<file path="config.mk">
export PLATFORM = sky130hd
export DESIGN_NAME = refresh_sched
export DESIGN_NICKNAME = d
export VERILOG_FILES = /design/src/rtl/refresh_sched.sv
export SDC_FILE = /design/constraint.sdc
export NUM_CORES = 1
export LEC_CHECK = 0
export CAP_MARGIN = 20
export CORE_MARGIN = 10
export CORE_UTILIZATION = 63
export DETAILED_ROUTE_END_ITERATION = 16
export PLACE_DENSITY = 0.84
export SLEW_MARGIN = 20
export SYNTH_ARGS = -nofsm -noshare
export SYNTH_HDL_FRONTEND = slang
export SYNTH_SLANG_ARGS = --single-unit
export TNS_END_PERCENT = 30
</file>
<file path="constraint.sdc">
create_clock -name CK_t -period 5.4 [get_ports CK_t]
set_input_delay 1.08 -clock CK_t [delete_from_list [all_inputs] [get_ports CK_t]]
set_output_delay 1.08 -clock CK_t [all_outputs]
set_load 0.03 [all_outputs]
</file>
<file path="src/rtl/refresh_sched.sv">
// refresh_sched: DDR4 tREFI interval timer with postponed-refresh tracking
// and a PREA + REF burst sequencer that runs once the controller grants the bus.
module refresh_sched #(
   parameter int T_REFI       = 6240,
   parameter int ALMOST_LEAD  = 64,
   parameter int T_RP         = 16,
   parameter int T_RFC        = 280,
   parameter int MAX_POSTPONE = 8
) (
   input  logic       CK_t,
   input  logic       reset_n,
   input  logic       enable,
   input  logic       refresh_grant,
   output logic       refresh_almost,
   output logic       refresh_urgent,
   output logic       busy,
   output logic       cmd_valid,
   output logic [1:0] cmd_type,
   output logic       refresh_done,
   output logic       refresh_err,
   output logic [3:0] pending
);
   typedef enum logic [2:0] {
      R_IDLE, R_COUNT, R_REQ, R_PREA, R_WAIT_RP, R_REF, R_WAIT_RFC, R_DONE
   } state_t;
   state_t      state_q, state_d;
   logic [15:0] timer_q, timer_d, cnt_q, cnt_d;
   logic [3:0]  pending_q, pending_d;
   logic        err_q, err_d, busy_q, busy_d, done_q, done_d, cmd_valid_q, cmd_valid_d;
   logic [1:0]  cmd_type_q, cmd_type_d;
   logic        idle, expire, is_ref, pulled_in;
   always_comb begin
      idle           = state_q == R_IDLE || !enable;
      expire         = timer_q == 16'(T_REFI - 1);
      is_ref         = state_q == R_REF;
      pulled_in      = is_ref && pending_q == 4'd0;
      refresh_almost = (state_q == R_COUNT || state_q == R_REQ) &&
                       (pending_q != 4'd0 || timer_q >= 16'(T_REFI - ALMOST_LEAD));
      refresh_urgent = pending_q >= 4'(MAX_POSTPONE);
      state_d        = state_q;
      cnt_d          = cnt_q + 16'd1;
      case (state_q)
         R_IDLE:     state_d = R_COUNT;
         R_COUNT:    state_d = refresh_almost ? R_REQ : R_COUNT;
         R_REQ:      state_d = refresh_grant ? R_PREA : R_REQ;
         R_PREA:     begin state_d = R_WAIT_RP; cnt_d = 16'd1; end
         R_WAIT_RP:  state_d = cnt_q >= 16'(T_RP - 1) ? R_REF : R_WAIT_RP;
         R_REF:      begin state_d = R_WAIT_RFC; cnt_d = 16'd1; end
         R_WAIT_RFC: state_d = cnt_q < 16'(T_RFC - 1) ? R_WAIT_RFC :
                               pending_q != 4'd0 ? R_REF : R_DONE;
         R_DONE:     state_d = R_COUNT;
         default:    state_d = R_IDLE;
      endcase
      if (!enable) state_d = R_IDLE;
      // A REF with nothing owed services the current interval early, so the
      // interval restarts; a REF coinciding with expiry cancels the increment.
      timer_d     = (idle || expire || pulled_in) ? 16'd0 : timer_q + 16'd1;
      pending_d   = (idle || pulled_in) ? 4'd0 :
                    (expire && !is_ref) ? (pending_q == 4'd9 ? 4'd9 : pending_q + 4'd1) :
                    (is_ref && !expire) ? pending_q - 4'd1 : pending_q;
      err_d       = err_q || (!idle && expire && pending_q == 4'd9);
      cmd_valid_d = state_d == R_PREA || state_d == R_REF;
      cmd_type_d  = state_d == R_PREA ? 2'd1 : state_d == R_REF ? 2'd2 : 2'd0;
      busy_d      = state_d inside {R_PREA, R_WAIT_RP, R_REF, R_WAIT_RFC, R_DONE};
      done_d      = state_d == R_DONE;
   end
   always_ff @(posedge CK_t or negedge reset_n) begin
      if (!reset_n) begin
         state_q     <= R_IDLE;
         timer_q     <= 16'd0;
         cnt_q       <= 16'd0;
         pending_q   <= 4'd0;
         err_q       <= 1'b0;
         busy_q      <= 1'b0;
         done_q      <= 1'b0;
         cmd_valid_q <= 1'b0;
         cmd_type_q  <= 2'd0;
      end else begin
         state_q     <= state_d;
         timer_q     <= timer_d;
         cnt_q       <= cnt_d;
         pending_q   <= pending_d;
         err_q       <= err_d;
         busy_q      <= busy_d;
         done_q      <= done_d;
         cmd_valid_q <= cmd_valid_d;
         cmd_type_q  <= cmd_type_d;
      end
   end
   assign busy         = busy_q;
   assign cmd_valid    = cmd_valid_q;
   assign cmd_type     = cmd_type_q;
   assign refresh_done = done_q;
   assign refresh_err  = err_q;
   assign pending      = pending_q;
endmodule

</file>
Yosys cells after proc, flatten, opt, wreduce, memory -nomap -nowiden
Index checks and enable logic that the tools add are counted.
{"block": "totals", "register_bits": 45, "input_bits": 4, "output_inout_bits": 12}
{"block": "op_classes", "add_sub_neg": 4, "magnitude_cmp": 4, "eq_ne": 14, "n_mux": 15, "n_reduce_logical": 25}
{"cell": "$add A16 B1 Y16 const B", "n": 2}
{"cell": "$mux W16", "n": 2}
{"cell": "$eq A3 B3 Y1 const B", "n": 8}
{"cell": "$pmux W3 S7", "n": 1}
{"cell": "$eq A16 B13 Y1 const B", "n": 1}
{"cell": "$ge A16 B13 Y1 const B", "n": 1}
{"cell": "$ge A16 B4 Y1 const B", "n": 1}
{"cell": "$lt A16 B9 Y1 const B", "n": 1}
{"cell": "$mux W4", "n": 4}
{"cell": "$mux W2", "n": 5}
{"cell": "$eq A3 B2 Y1 const B", "n": 3}
{"cell": "$logic_or A1 B1 Y1", "n": 8}
{"cell": "$logic_and A1 B1 Y1", "n": 6}
{"cell": "$reduce_bool A5 Y1", "n": 1}
{"cell": "$add A4 B1 Y4 const B", "n": 1}
{"cell": "$eq A4 B4 Y1 const B", "n": 1}
{"cell": "$ge A4 B4 Y1 const B", "n": 1}
{"cell": "$logic_not A1 Y1", "n": 4}
{"cell": "$logic_not A4 Y1", "n": 1}
{"cell": "$reduce_bool A4 Y1", "n": 1}
{"cell": "$reduce_or A2 Y1", "n": 2}
{"cell": "$sub A4 B1 Y4 const B", "n": 1}
{"cell": "$eq A3 B1 Y1 const B", "n": 1}
{"cell": "$logic_not A3 Y1", "n": 1}
{"cell": "3 further kinds", "n": 4}

Longest topological paths before layout
{"block": "logic_depth", "depth_word": 9, "ltp_mapped": 8}

Worst setup path before layout
Ideal clock, no wire load.
{"block": "synth_path", "kind": "reg2out", "start": "register timer_q[8]", "end": "output refresh_almost", "t_arrival_ns": 1.506, "required_ns": 4.320, "setup_slack_ns": 2.814, "stages_incl_launch_ff": 5, "n_path_buf": 0, "path_cell_list": "dfrtp_1 > or4_4 > o311ai_2 > nand3_1 > and2_2"}
{"block": "synth_via", "elab_chain_len": 3}
{"element": "from (decl)", "line_no": "27", "text": "logic [15:0] timer_q, timer_d, cnt_q, cnt_d;"}
{"element": "from (signal assigned)", "line_no": "80", "text": "timer_q <= timer_d;"}
{"element": "$ge A16 B13 Y1", "line_no": "38", "text": "(pending_q != 4'd0 || timer_q >= 16'(T_REFI - ALMOST_LEAD));"}
{"element": "$logic_or A1 B1 Y1", "line_no": "38"}
{"element": "$logic_and A1 B1 Y1", "line_no": "37", "text": "refresh_almost = (state_q == R_COUNT || state_q == R_REQ) &&"}
{"element": "to (decl)", "line_no": "14", "text": "output logic refresh_almost,"}
Every way passes these cells.

Worst setup path in the final report
Ends and elaborated chain as after synthesis.

==> summary.md <==
| Metric | Value |
|---|---|
| Mapped Area | `0.002399 mm^2` |
| Nets@finish | `278` |
| Rows | `22` |
| Worst R2R Start | `timer_q[1]$_DFF_PN0_` |
| Clock-pin slew on the worst setup and hold paths | `0.08 ns` |
| Via count | `1,824` |
| Net Count, Synth | `264` |
| DR WL/cell | `14.58 um` |
| Final Worst Setup Slack | `1.880 ns` |
| CTS tree | `yes` |
| Post-synthesis average cell area | `9.480 um^2` |
| Total GRT Usage | `0.1462` |
| Ys Warns | `0` |
| VDD IR max | `0.2665 mV` |
| Pleak | `1.143 nW` |
| Final setup viols | `0` |
| Global-route wire length before repair | `7852 um` |
| Synth Flop Type | `dfrtp_1` |
| Via density per instance | `5.772` |
| Vias in the first global route | `1,710` |
| CTS H-Tree Depth | `2` |
| Setup Fix Bufs, Post-CTS | `0` |
| CTS Root Cell | `clkbuf_8` |
| Startpoint types | `flop` |
| Post-DRT Antenna Nets | `0` |
| Headroom to the max-slew limit | `0.5806` |
| Worst r2r dst | `timer_q[7]$_DFF_PN0_` |
| Layout cells sized above 1 | `0.07090` |
| RePlAce Congestion | `0.8222` |
| FFs w/ async S/R, synth | `1.000` |
| Critical path fanouts, max | `5` |
| Setup tns final | `0 ns` |
| Number of port buffers | `15` |
| Overflow after GRT | `0` |
| Worst skew pair latency | `0.31 ns` |
| Die Footprint | `0.006675 mm^2` |
| Boundary Pins | `16` |
| DPL Wire Length | `3200 um` |
| Total design power | `0.0008791 W` |
| CP Launch Point | `timer_q[8]$_DFF_PN0_` |
| Layout fillers | `275` |
| Syn Inst Count | `253` |
| Worst Hold Path EP | `cnt_q[0]$_DFF_PN0_` |
| Number of synthesized flops with an enable pin | `0` |
| WL met1 | `2074 um` |
| Crit Path Class | `reg -> out` |
| Initial core utilization | `0.6552` |
| Placed Cells incl. Taps | `307` |
| Synth cell types | `47` |
| Area growth, synth to finish | `11.22%` |
| Cell Pwr Density | `329.6 mW/mm^2` |
| Worst EP arrival | `2.44 ns` |
| Max Used Layer | `met4` |
| Initial antenna violation count | `0` |
| Hold path start | `cnt_q[0]$_DFF_PN0_` |
| Met3 wire len | `264 um` |
| Register area share after synthesis | `0.4695` |
| Commonest cells after routing, fill and taps aside | `45 x dfrtp_1, 34 x nor2_1, 19 x xor2_1` |
| DIE HEIGHT | `81.70 um` |
| Ant diodes | `0` |
| Final WL | `4607 um` |
| Post-cts sizing count | `0` |
| Die Span X | `81.70 um` |
| F_max | `0.2841 GHz` |
| Setup Skew | `0.008844 ns` |
| Hold crit path type | `reg -> reg` |
| Critical path required time | `4.32 ns` |
| Deepest clock path buffer count | `2` |
| Unrepaired setup endpoints after global routing | `false` |
| Hold path depth | `1` |
| Minimum clock period | `3.520 ns` |
| Most common cell after layout, fill and taps aside | `dfrtp_1` |
| Status | `finished, final reports clean` |
| First drt pass iteration count | `4` |
| Non-filler cells, final | `316` |
| Yosys reg bits | `45` |
| CTS Hold Bufs | `0` |
| CTS Buf Count | `5` |
| Fin. Hold Viols | `0` |
| Final worst path period share | `0.6519` |
| Hold slack final | `0.4696 ns` |
| Slew of the pin with the lowest slew margin | `0.6233 ns` |
| Worst Reg-to-Reg Cells | `6` |
| Max-slew violation count | `0` |
| CORE AREA | `0.003661 mm^2` |
| Flop2flop setup slack | `3.15 ns` |
| Residual DRC | `0` |
| Largest net degree at the start of global routing | `46` |
| Clock sinks | `45` |
| Routed met2 length | `2211 um` |
| Max-cap violation count | `0` |
| 1st-iter DRT viols | `100` |
| Crit. End Element | `output port` |
| Dpl ws | `2.203 ns` |
[synthesized netlist by cell type (3+ instances only)]
master / number / area, um^2
nand2b_1: 3 / 18.77
xnor2_1: 12 / 105.1
nor4_1: 3 / 18.77
clkbuf_1: 5 / 18.77
nor2b_1: 3 / 18.77
nand2_1: 18 / 67.56
inv_1: 11 / 41.29
a31oi_1: 4 / 25.02
ha_1: 7 / 87.58
nor2_1: 34 / 127.6
a21oi_1: 4 / 20.02
xor2_1: 19 / 166.4
and3_1: 5 / 31.28
dfrtp_1: 45 / 1126
nand4_1: 11 / 68.82
and2_1: 6 / 37.54
nand3_1: 16 / 80.08
nor3_1: 10 / 50.05
[per-layer routing]
metal	up-vias	GRT usage
li1	892	-
met1	879	0.1847
met2	48	0.2409
met3	5	0.03712
met4	0	0.04592
met5	-	0
[how the worst max path moves through the flow]
stage / to / slack [ns] / cells after the start
finish: refresh_almost / 1.88 / 5
global route: refresh_almost / 1.77 / 5
CTS: refresh_almost / 1.87 / 5
detailed placement: refresh_almost / 2.20 / 5
global placement: refresh_almost / 2.21 / 5
floorplan: refresh_almost / 2.81 / 4
[final cells by class]
type                       count  area, um^2  share of cell area
tap                           48       60.06             0.02251
sequential                    45        1126              0.4221
multi-input combinational    188        1184              0.4437
timing repair buffer          16       165.2             0.06191
clock buffer                   5       68.82             0.02580
clock inverter                 3       22.52            0.008443
inverter                      11       41.29             0.01548
[state kept, by name, indices dropped and copies added (netlist names)]
| register | cells |
|---|---|
| cmd_type | 2 |
| state_q | 3 |
| pending | 4 |
| cmd_valid | 1 |
| cnt_q | 16 |
| refresh_err | 1 |
| refresh_done | 1 |
| busy | 1 |
| timer_q | 16 |
[where the power goes]
group | internal (W) | switching [W] | leakage [nW] | total (W)
clock | 0.0000907 | 0.000120 | 0.0364 | 0.000211
sequential | 0.000380 | 0.0000487 | 0.614 | 0.000429
combinational | 0.0000964 | 0.000143 | 0.493 | 0.000240
total | 0.000567 | 0.000312 | 1.14 | 0.000879
[metrics by stage]
stage                     instance area, um^2  utilization
after floorplan                          2399            -
after global placement                   2556       0.6982
after detailed placement                 2556       0.6982
after CTS                                2648       0.7232
after global routing                     2668       0.7286
final                                    2668       0.7286
[critical path, cell delays in order (launching register included)]
cell,delay [ns]
dfrtp_1,0.42
or4_4,0.56
o311ai_2,0.24
nand3_1,0.13
and2_2,0.20
clkdlybuf4s50_1,0.59
[cells by family (layout without fill, tap and decap cells)]
family          Yosys count  count (layout)  synth area share
xor+xnor                 31              31            0.1132
buf+inv                  20              35           0.03704
fa+ha+maj                 7               7           0.03651
simple gates            122             122            0.2587
compound gates           27              27           0.08086
flops                    45              45            0.4695
mux                       1               1          0.004173
No activity file was read; power rests on OpenSTA's default activity.
